`src/rtl/ciphertext_fold_rescale.sv`:
```
// Negacyclic fold of a 2*DIMENSION+1 coefficient product into degree DIMENSION+1,
// followed by a t/q round-half-up rescale, streamed out over valid/ready.
module ciphertext_fold_rescale #(
  parameter int PLAINTEXT_MODULUS  = 64,
  parameter int PLAINTEXT_WIDTH    = 6,
  parameter int DIMENSION          = 1,
  parameter int CIPHERTEXT_MODULUS = 1024,
  parameter int CIPHERTEXT_WIDTH   = 10,
  parameter int IDX_WIDTH          = 4
) (
  input  logic                        clk,
  input  logic                        rst_n,
  input  logic                        in_valid,
  output logic                        in_ready,
  input  logic [CIPHERTEXT_WIDTH-1:0] in_data,
  input  logic                        in_last,
  output logic                        out_valid,
  input  logic                        out_ready,
  output logic [CIPHERTEXT_WIDTH-1:0] out_data,
  output logic [IDX_WIDTH-1:0]        out_index,
  output logic                        busy,
  output logic                        err
);

  localparam int PLEN = 2 * DIMENSION + 1;
  localparam int IW   = CIPHERTEXT_WIDTH + PLAINTEXT_WIDTH + 1;
  localparam int HALF = CIPHERTEXT_MODULUS / 2;

  typedef enum logic {ST_LOAD, ST_EMIT} state_t;

  state_t                      r_state;
  logic [IDX_WIDTH-1:0]        r_count;
  logic [IDX_WIDTH-1:0]        r_k;
  logic                        r_out_valid;
  logic [CIPHERTEXT_WIDTH-1:0] r_out_data;
  logic [IDX_WIDTH-1:0]        r_out_index;
  logic                        r_err;
  logic [CIPHERTEXT_WIDTH-1:0] r_buf [PLEN];

  logic                        w_acc;
  logic                        w_final;
  logic [IDX_WIDTH-1:0]        w_sel;
  logic [CIPHERTEXT_WIDTH-1:0] w_p [PLEN];
  logic [CIPHERTEXT_WIDTH-1:0] w_c;

  function automatic logic [CIPHERTEXT_WIDTH-1:0] rescale(input logic [CIPHERTEXT_WIDTH-1:0] c);
    logic [IW-1:0] prod;
    prod = IW'(c) * IW'(PLAINTEXT_MODULUS) + IW'(HALF);
    return CIPHERTEXT_WIDTH'(prod >> CIPHERTEXT_WIDTH);
  endfunction

  assign in_ready  = (r_state == ST_LOAD);
  assign out_valid = r_out_valid;
  assign out_data  = r_out_data;
  assign out_index = r_out_index;
  assign err       = r_err;
  assign busy      = (r_state == ST_EMIT) || (r_count != '0);

  assign w_acc   = in_valid && (r_state == ST_LOAD);
  assign w_final = (r_count == IDX_WIDTH'(2 * DIMENSION));
  assign w_sel   = (r_state == ST_LOAD) ? '0 : r_k + 1'b1;

  // The final coefficient is still on in_data when r[0] is computed, so bypass it in.
  always_comb begin
    for (int i = 0; i < PLEN; i++) begin
      w_p[i] = (w_acc && r_count == IDX_WIDTH'(i)) ? in_data : r_buf[i];
    end
  end

  always_comb begin
    w_c = w_p[DIMENSION];
    for (int j = 0; j < DIMENSION; j++) begin
      if (w_sel == IDX_WIDTH'(j)) w_c = w_p[j] - w_p[j + DIMENSION + 1];
    end
  end

  always_ff @(posedge clk) begin
    for (int i = 0; i < PLEN; i++) begin
      if (w_acc && r_count == IDX_WIDTH'(i)) r_buf[i] <= in_data;
    end
  end

  always_ff @(posedge clk) begin
    if (!rst_n) begin
      r_state     <= ST_LOAD;
      r_count     <= '0;
      r_k         <= '0;
      r_out_valid <= 1'b0;
      r_out_data  <= '0;
      r_out_index <= '0;
      r_err       <= 1'b0;
    end else begin
      case (r_state)
        ST_LOAD: begin
          if (w_acc) begin
            if (in_last && !w_final) begin
              // Short frame: drop it and restart collection.
              r_err   <= 1'b1;
              r_count <= '0;
            end else if (w_final) begin
              if (!in_last) r_err <= 1'b1;
              r_count     <= '0;
              r_k         <= '0;
              r_state     <= ST_EMIT;
              r_out_valid <= 1'b1;
              r_out_data  <= rescale(w_c);
              r_out_index <= '0;
            end else begin
              r_count <= r_count + 1'b1;
            end
          end
        end
        ST_EMIT: begin
          if (out_ready) begin
            if (r_k == IDX_WIDTH'(DIMENSION)) begin
              r_out_valid <= 1'b0;
              r_k         <= '0;
              r_state     <= ST_LOAD;
            end else begin
              r_k         <= r_k + 1'b1;
              r_out_data  <= rescale(w_c);
              r_out_index <= r_k + 1'b1;
            end
          end
        end
        default: r_state <= ST_LOAD;
      endcase
    end
  end

endmodule

```
`config.mk`:
```
export PLATFORM = sky130hd
export DESIGN_NAME = ciphertext_fold_rescale
export DESIGN_NICKNAME = d
export VERILOG_FILES = /design/src/rtl/ciphertext_fold_rescale.sv
export SDC_FILE = /design/constraint.sdc
export NUM_CORES = 1
export LEC_CHECK = 0
export CAP_MARGIN = 20
export CORE_ASPECT_RATIO = 1.25
export CORE_UTILIZATION = 47
export CTS_CLUSTER_DIAMETER = 120
export DETAILED_ROUTE_END_ITERATION = 10
export PLACE_DENSITY_LB_ADDON = 0.1
export SLEW_MARGIN = 20
export SYNTH_ARGS = -nofsm -noshare
export SYNTH_HDL_FRONTEND = slang
export SYNTH_SLANG_ARGS = --single-unit
export TNS_END_PERCENT = 10
```
`constraint.sdc`:
```
create_clock -name clk -period 4.8 [get_ports clk]
set_input_delay 0.72 -clock clk [delete_from_list [all_inputs] [get_ports clk]]
set_output_delay 0.72 -clock clk [all_outputs]
set_load 0.02 [all_outputs]
```
==> out/metrics.csv, run 1 <==
stage,metric,value,unit
critical_path,r2r-end,out_data[5]$_SDFFE_PN0P_,
cts,cts.sinks,49,
sta,maxSlewViolCount,0,
critical_path,path_cells,clkdlybuf4s50_1 -> nor2b_1 -> nand2_2 -> nand2_1 -> nand2_1 -> ha_1 -> nand2_1 -> nor3_2 -> a31oi_1 -> a211o_1 -> o211ai_2 -> a2111o_1 -> a31oi_1 -> xor3_1 -> mux2_2 -> xnor2_1 -> a211oi_2,
cts,cts_tree,done,
placed_design,portBuffers,29,
finish,nets,372,
detailed_routing,drc,0,
floorplan,core,0.00556,sq mm
synthesis,synth-async-reset-ratio,0,
synthesis,yosys.cell_types.count,63,
floorplan,ios,33,
placed_design,dpl.hpwl,4330,um
finish,utilization,0.574,
cts,cts-root-buf,clkbuf_8,
floorplan,die-area,0.00619,sq mm
pwr,switching_share,0.308,
critical_path,reg2reg_slack,910,ps
sta,fin_crit_sh,0.853,
critical_path,cp_max_fo,5,
finish,drive_gt1_frac,0.132,
sta,relSlewSlack,0.517,
detailed_routing,routedWlPerCell,14.0,um
synthesis,syn-cell-area,0.00276,sq mm
floorplan,rows,30,
synthesis,ys_ff_latch,49,
sta,fmax,244,MHz
cts,cts-hold-fix-buffers,0,
pwr,p_clk_frac,0.257,
detailed_routing,firstDrtPassIters,4,
critical_path,cp-startpoint,in_valid,
detailed_routing,ant_nets,0,
critical_path,worstPathRequired,5030,ps
cts,clock_latency,300,ps
synthesis,avgSynthCellArea,8.56,sq um
finish,area_growth,15.3,%
pwr,p_per_area,352,mW/mm^2
critical_path,reg2reg_from,r_count[1]$_SDFFE_PN0P_,
detailed_routing,via_count,2322,
critical_path,cpMostUsedCell,nand2_1,
detailed_routing,first_iter_violations,79,
global_routing,grt_pass1_wl,9840,um
critical_path,reg2reg_depth,16,
sta,setup_violations,0,
critical_path,crit_arrival,4320,ps
pwr,seq_power_share,0.431,
cts,clk_pin_slew_worst_paths,90,ps
pwr,power.switching,0.346,mW
sta,min_period,4090,ps
min_path,worstHoldStart,out_data[3]$_SDFFE_PN0P_,
pwr,ir_drop,0.161,mV
sta,rsz0062_at_grt,no,
critical_path,path_class,in -> reg,
pwr,finalPower,1.12,mW
critical_path,cp.depth,17,
sta,worstMarginPinSlew,722,ps
floorplan,start_util,0.498,
sta,hold_viol,0,
pwr,p_comb_frac,0.313,
job,maxCapViolations,0,
critical_path,max_stage_delay,470,ps
global_routing,grt_pass1_vias,2146,
critical_path,critPathCapture,out_data[5]$_SDFFE_PN0P_,
global_routing,globalRouteTotalUtil,0.200,
floorplan,die_h,87.7,um
synthesis,yosys_warnings,0,
cts,cts-resized-gates,0,
detailed_routing,wl,5790,um
min_path,hold_path.class,reg -> reg,
critical_path,critPathLaunchType,input port,
synthesis,synth_edf_count,2,
critical_path,cp_slowest_cell,clkdlybuf4s50_1,
cts,cts_buffer_depth,2,
critical_path,crit_buf_inv,1,
finish,most-common-layout-cells,"nand2_1 (47), dfxtp_1 (47), nor2_1 (30)",
pwr,power.internal,0.776,mW
detailed_routing,routed_via_density,5.62,
sta,clock-skew-final,10.1,ps
synthesis,yosysSeqAreaShare,0.362,
sta,fin_setup_tns,0,ps
sta,hold_ws,453,ps
cts,postCtsSetupBuffers,0,
finish,diodes,0,
pwr,power.leakage,1.27,nW
synthesis,synthFlopType,dfxtp_1,
global_routing,antenna_found_initial,0,
cts,numCtsBuffers,5,
critical_path,critPathCaptureType,register,
global_routing,grt_max_degree,22,
critical_path,crit_family,compound AO/OA/AOI/OAI gates,
cts,htreeDepth,2,
placed_design,finalWeightedCongestion,0.831,
outcome,status,completed,
synthesis,synthCells,323,
global_routing,grt_overflow_total,0,
floorplan,die_width,70.6,um
[cell type report]
class	instances	area, sq um
Fill cell	518	2370
Clock buffer	5	68.8
Sequential cell	49	1000
Timing Repair Buffer	35	335
Inverter	13	48.8
Multi-Input combinational cell	245	1620
Tap cell	64	80.1
Clock inverter	2	35.0
[flip-flops by register name, indices dropped and copies added, names as in the netlist, named ones only]
signal,count
r_count,4
out_index,4
out_data,7
out_valid,1
r_state,1
err,1
r_buf,25
r_k,4
[power by group through the flow]
stage          Combinational [mW]  Clock, mW  Sequential [mW]
5_1_grt                     0.398      0.307            0.489
4_1_cts                     0.351      0.295            0.483
6_report                    0.351      0.288            0.483
2_1_floorplan               0.282          0            0.486
3_3_place_gp                0.345          0            0.491
3_5_place_dp                0.350          0            0.492
[routing by layer]
| layer | track usage | share of wire | up-vias |
|---|---|---|---|
| met5 | 0 | 0 | - |
| met4 | 0.0691 | 0.019 | 0 |
| met3 | 0.0403 | 0.035 | 13 |
| met2 | 0.349 | 0.47 | 37 |
| met1 | 0.248 | 0.47 | 1086 |
| li1 | - | - | 1186 |
[worst register-to-register path, cell delays in order (launching register included)]
cell      delay [ps]
dfxtp_1          660
nor4b_4          280
buf_4            190
nand2_2           70
mux2i_1          210
ha_1             280
nand2_1           90
nor3_2            40
a31oi_1          150
a211o_1          190
o211ai_2         140
a2111o_1         430
a31oi_1          220
xor3_1           230
mux2_2           300
xnor2_1          140
a211oi_2         210
[worst min path at each step]
stage / slack (ps) / to / cells past startpoint
finish: 450 / out_data[3]$_SDFFE_PN0P_ / 2
CTS: 460 / out_data[3]$_SDFFE_PN0P_ / 2
global placement: 440 / r_buf[0][6]$_DFF_P_ / 2
global route: 480 / r_buf[0][6]$_DFF_P_ / 2
floorplan: 420 / r_buf[0][20]$_DFF_P_ / 2
detailed placement: 440 / r_buf[0][6]$_DFF_P_ / 2
[synthesized netlist by cell type, drive strengths merged (3+ instances only)]
cell	instances	area [sq um]
nand3	13	65.1
inv	13	48.8
a31oi	5	31.3
ha	8	100
nor2	31	119
nor3b	3	27.5
nand3b	3	22.5
buf	12	80.1
mux2	14	158
nand2	49	189
xnor2	10	87.6
dfxtp	47	941
clkbuf	6	22.5
xor2	3	26.3
or4	4	33.8
a21oi	26	134
mux2i	10	113
nor3	6	40.0
o21ai	15	75.1
a21o	3	22.5
nand4	3	18.8
nand4b	3	26.3
[per-stage QoR]
step	setup WS, ps	area (sq um)	std cells
2_1_floorplan	983	2770	325
5_1_grt	370	3190	413
6_report	708	3190	413
3_3_place_gp	495	3080	406
3_5_place_dp	364	3080	406
4_1_cts	689	3190	413
[cell families (layout without fill, tap and decap cells)]
group           after synthesis  in the layout  synth area share
xor+xnor                     14             14            0.0498
simple gates                130            130             0.244
compound gates               66             66             0.154
mux                          24             24            0.0978
fa+ha+maj                     8              8            0.0362
other cells                   1              3           0.00136
flops                        49             49             0.362
buf+inv                      31             55            0.0548
No activity file was read; power rests on OpenSTA's default activity.
==> run 2, diff against run 1 <==
- GPL_ROUTABILITY_DRIVEN: default -> 0
==> results of run 2 <==
The final DEF is identical to that of run 1; final timing and power are the same.
==> run 3, diff against run 2 <==
- CELL_PAD_IN_SITES_DETAIL_PLACEMENT: default -> 2
- CELL_PAD_IN_SITES_GLOBAL_PLACEMENT: default -> 2
- CORE_UTILIZATION: 47 -> 34
==> out/metrics.csv, run 3 (synthesis gave the netlist of run 1 again) <==
stage,metric,value,unit,change
pwr,power.leakage,1.25,nW,-1.3%
critical_path,cp_max_fo,13,,+8
sta,fmax,237,MHz,-2.9%
critical_path,worstPathRequired,5030,ps,about the same
min_path,hold_depth,2,,unchanged
finish,seq_area,0.00100,sq mm,unchanged
critical_path,crit_arrival,4440,ps,+120 ps
global_routing,grt_pass1_vias,2490,,+16%
global_routing,grt_overflow_total,0,,unchanged
cts,cts-resized-gates,0,,unchanged
cts,clk_pin_slew_worst_paths,90,ps,about the same
cts,cts-root-buf,clkbuf_8,,
floorplan,rows,36,,+20%
detailed_routing,ant_nets,0,,unchanged
floorplan,die-area,0.00850,sq mm,+37%
finish,nets,371,,-0.27%
placed_design,dpl.cell_count,436,,+7.4%
critical_path,r2r-end,out_data[5]$_SDFFE_PN0P_,,
cts,cts_tree,done,,
detailed_routing,firstDrtPassIters,3,,-1
min_path,hold_end,out_data[3]$_SDFFE_PN0P_,,
sta,maxSlewViolCount,0,,unchanged
sta,setup_violations,0,,unchanged
floorplan,ios,33,,unchanged
floorplan,core,0.00784,sq mm,+41%
global_routing,grt_pass1_wl,12200,um,+24%
finish,stdcell_area,0.00320,sq mm,+0.31%
finish,area_growth,15.7,%,
sta,min_period,4210,ps,+121 ps
cts,cts_buffer_depth,2,,unchanged
finish,largest-register,r_buf,,
finish,instances_no_fill,444,,+7.5%
detailed_routing,drc,0,,unchanged
finish,drive_gt1_frac,0.126,,-0.00573
finish,fill_cells,916,,+77%
cts,clock_latency,310,ps,about the same
detailed_routing,wl,7450,um,+29%
global_routing,grt_max_degree,22,,unchanged
floorplan,die_h,103,um,+17%
critical_path,reg2reg_depth,15,,-1
detailed_routing,routed_via_density,5.34,,-4.9%
pwr,ir_drop,0.127,mV,-21%
sta,clock-skew-final,3.48,ps,-6.64 ps
finish,most-common-layout-cells,"nand2_1 (47), dfxtp_1 (47), nor2_1 (30)",,
finish,diodes,0,,unchanged
detailed_routing,routedWlPerCell,16.8,um,+20%
sta,fin_crit_sh,0.878,,+0.0252
sta,relSlewSlack,0.521,,+0.00407
cts,cts.sinks,49,,unchanged
placed_design,dpl_cell_area,0.00312,sq mm,+1.0%
cts,postCtsSetupBuffers,0,,unchanged
floorplan,die_width,82.6,um,+17%
sta,worstMarginPinSlew,716,ps,-6.09 ps
cts,cts-hold-fix-buffers,0,,unchanged
pwr,p_per_area,344,mW/mm^2,-2.3%
sta,hold_viol,0,,unchanged
min_path,worstHoldStart,out_data[3]$_SDFFE_PN0P_,,
critical_path,path_class,reg -> reg,,
floorplan,start_util,0.353,,-0.145
critical_path,critPathCaptureType,register,,
detailed_routing,first_iter_violations,28,,-65%
finish,multiInputGateArea,0.00162,sq mm,unchanged
detailed_routing,via_count,2373,,+2.2%
outcome,status,completed,,
critical_path,reg2reg_slack,590,ps,-320 ps
min_path,hold_path.class,reg -> reg,,
job,maxCapViolations,0,,unchanged
cts,htreeDepth,2,,unchanged
finish,largest_reg_flops,25,,unchanged
placed_design,dpl.hpwl,5780,um,+34%
global_routing,globalRouteTotalUtil,0.193,,-0.00668
critical_path,critPathLaunchType,register,,
sta,fin_setup_tns,0,ps,unchanged
sta,rsz0062_at_grt,no,,
cts,numCtsBuffers,5,,unchanged
critical_path,reg2reg_from,r_count[1]$_SDFFE_PN0P_,,
placed_design,portBuffers,29,,unchanged
global_routing,antenna_found_initial,0,,unchanged
run 3: cell types whose count changed in the layout (fill, tap and decap cells not counted):
| cell | before | now |
|---|---|---|
| bufinv_16 | 1 | 0 |
| clkinv_2 | 1 | 0 |
| buf_4 | 6 | 5 |
| clkbuf_1 | 0 | 2 |
| inv_4 | 0 | 1 |
run 3: final cells by class:
| type | count | area share |
|---|---|---|
| inverters | 13 | 0.0153 |
| repair buffers | 34 | 0.103 |
| multi-input cells | 245 | 0.506 |
| clock buffers | 7 | 0.0239 |
| flip-flops and latches | 49 | 0.313 |
| well taps | 95 | 0.0372 |
| clock inverters | 1 | 0.00196 |
run 3: power breakdown:
part           switching [mW]  total [mW]  internal, mW
Combinational           0.200       0.367         0.167
Clock                   0.145       0.249         0.104
Sequential             0.0258       0.484         0.458
run 3: how the worst max path moves through the flow:
| stage | start | endpoint | slack (ps) | cells after the start |
|---|---|---|---|---|
| 6_report | r_count[1]$_SDFFE_PN0P_ | out_data[5]$_SDFFE_PN0P_ | 590 | 15 |
| 3_3_place_gp | in_valid | out_data[5]$_SDFFE_PN0P_ | 480 | 17 |
| 4_1_cts | r_count[1]$_SDFFE_PN0P_ | out_data[5]$_SDFFE_PN0P_ | 530 | 15 |
| 3_5_place_dp | in_valid | out_data[5]$_SDFFE_PN0P_ | 270 | 17 |
| 2_1_floorplan | in_valid | out_data[5]$_SDFFE_PN0P_ | 980 | 17 |
| 5_1_grt | r_count[1]$_SDFFE_PN0P_ | out_data[5]$_SDFFE_PN0P_ | 220 | 15 |
run 3: layer usage:
layer  share of wire  global-route usage
met5               0                   0
met4           0.015              0.0637
met3           0.020              0.0265
met2            0.52               0.358
met1            0.45               0.224
run 3: critical path, cell delays in order, from the launching register on:
cell,delay (ps)
dfxtp_1,740
nor4b_4,530
nand2_2,130
mux2i_1,260
ha_1,310
nand2_1,100
nor3_2,40
a31oi_1,180
a211o_1,210
o211ai_2,140
a2111o_1,440
a31oi_1,190
xor3_1,230
mux2_2,290
xnor2_1,140
a211oi_2,200
run 3: stage by stage:
stage	hold WS [ps]	setup WS, ps	total power, mW	util
global route	476	221	1.18	0.408
CTS	467	529	1.12	0.408
floorplan	420	983	0.768	-
detailed placement	452	270	0.866	0.398
global placement	438	477	0.845	0.398
finish	461	587	1.10	0.408
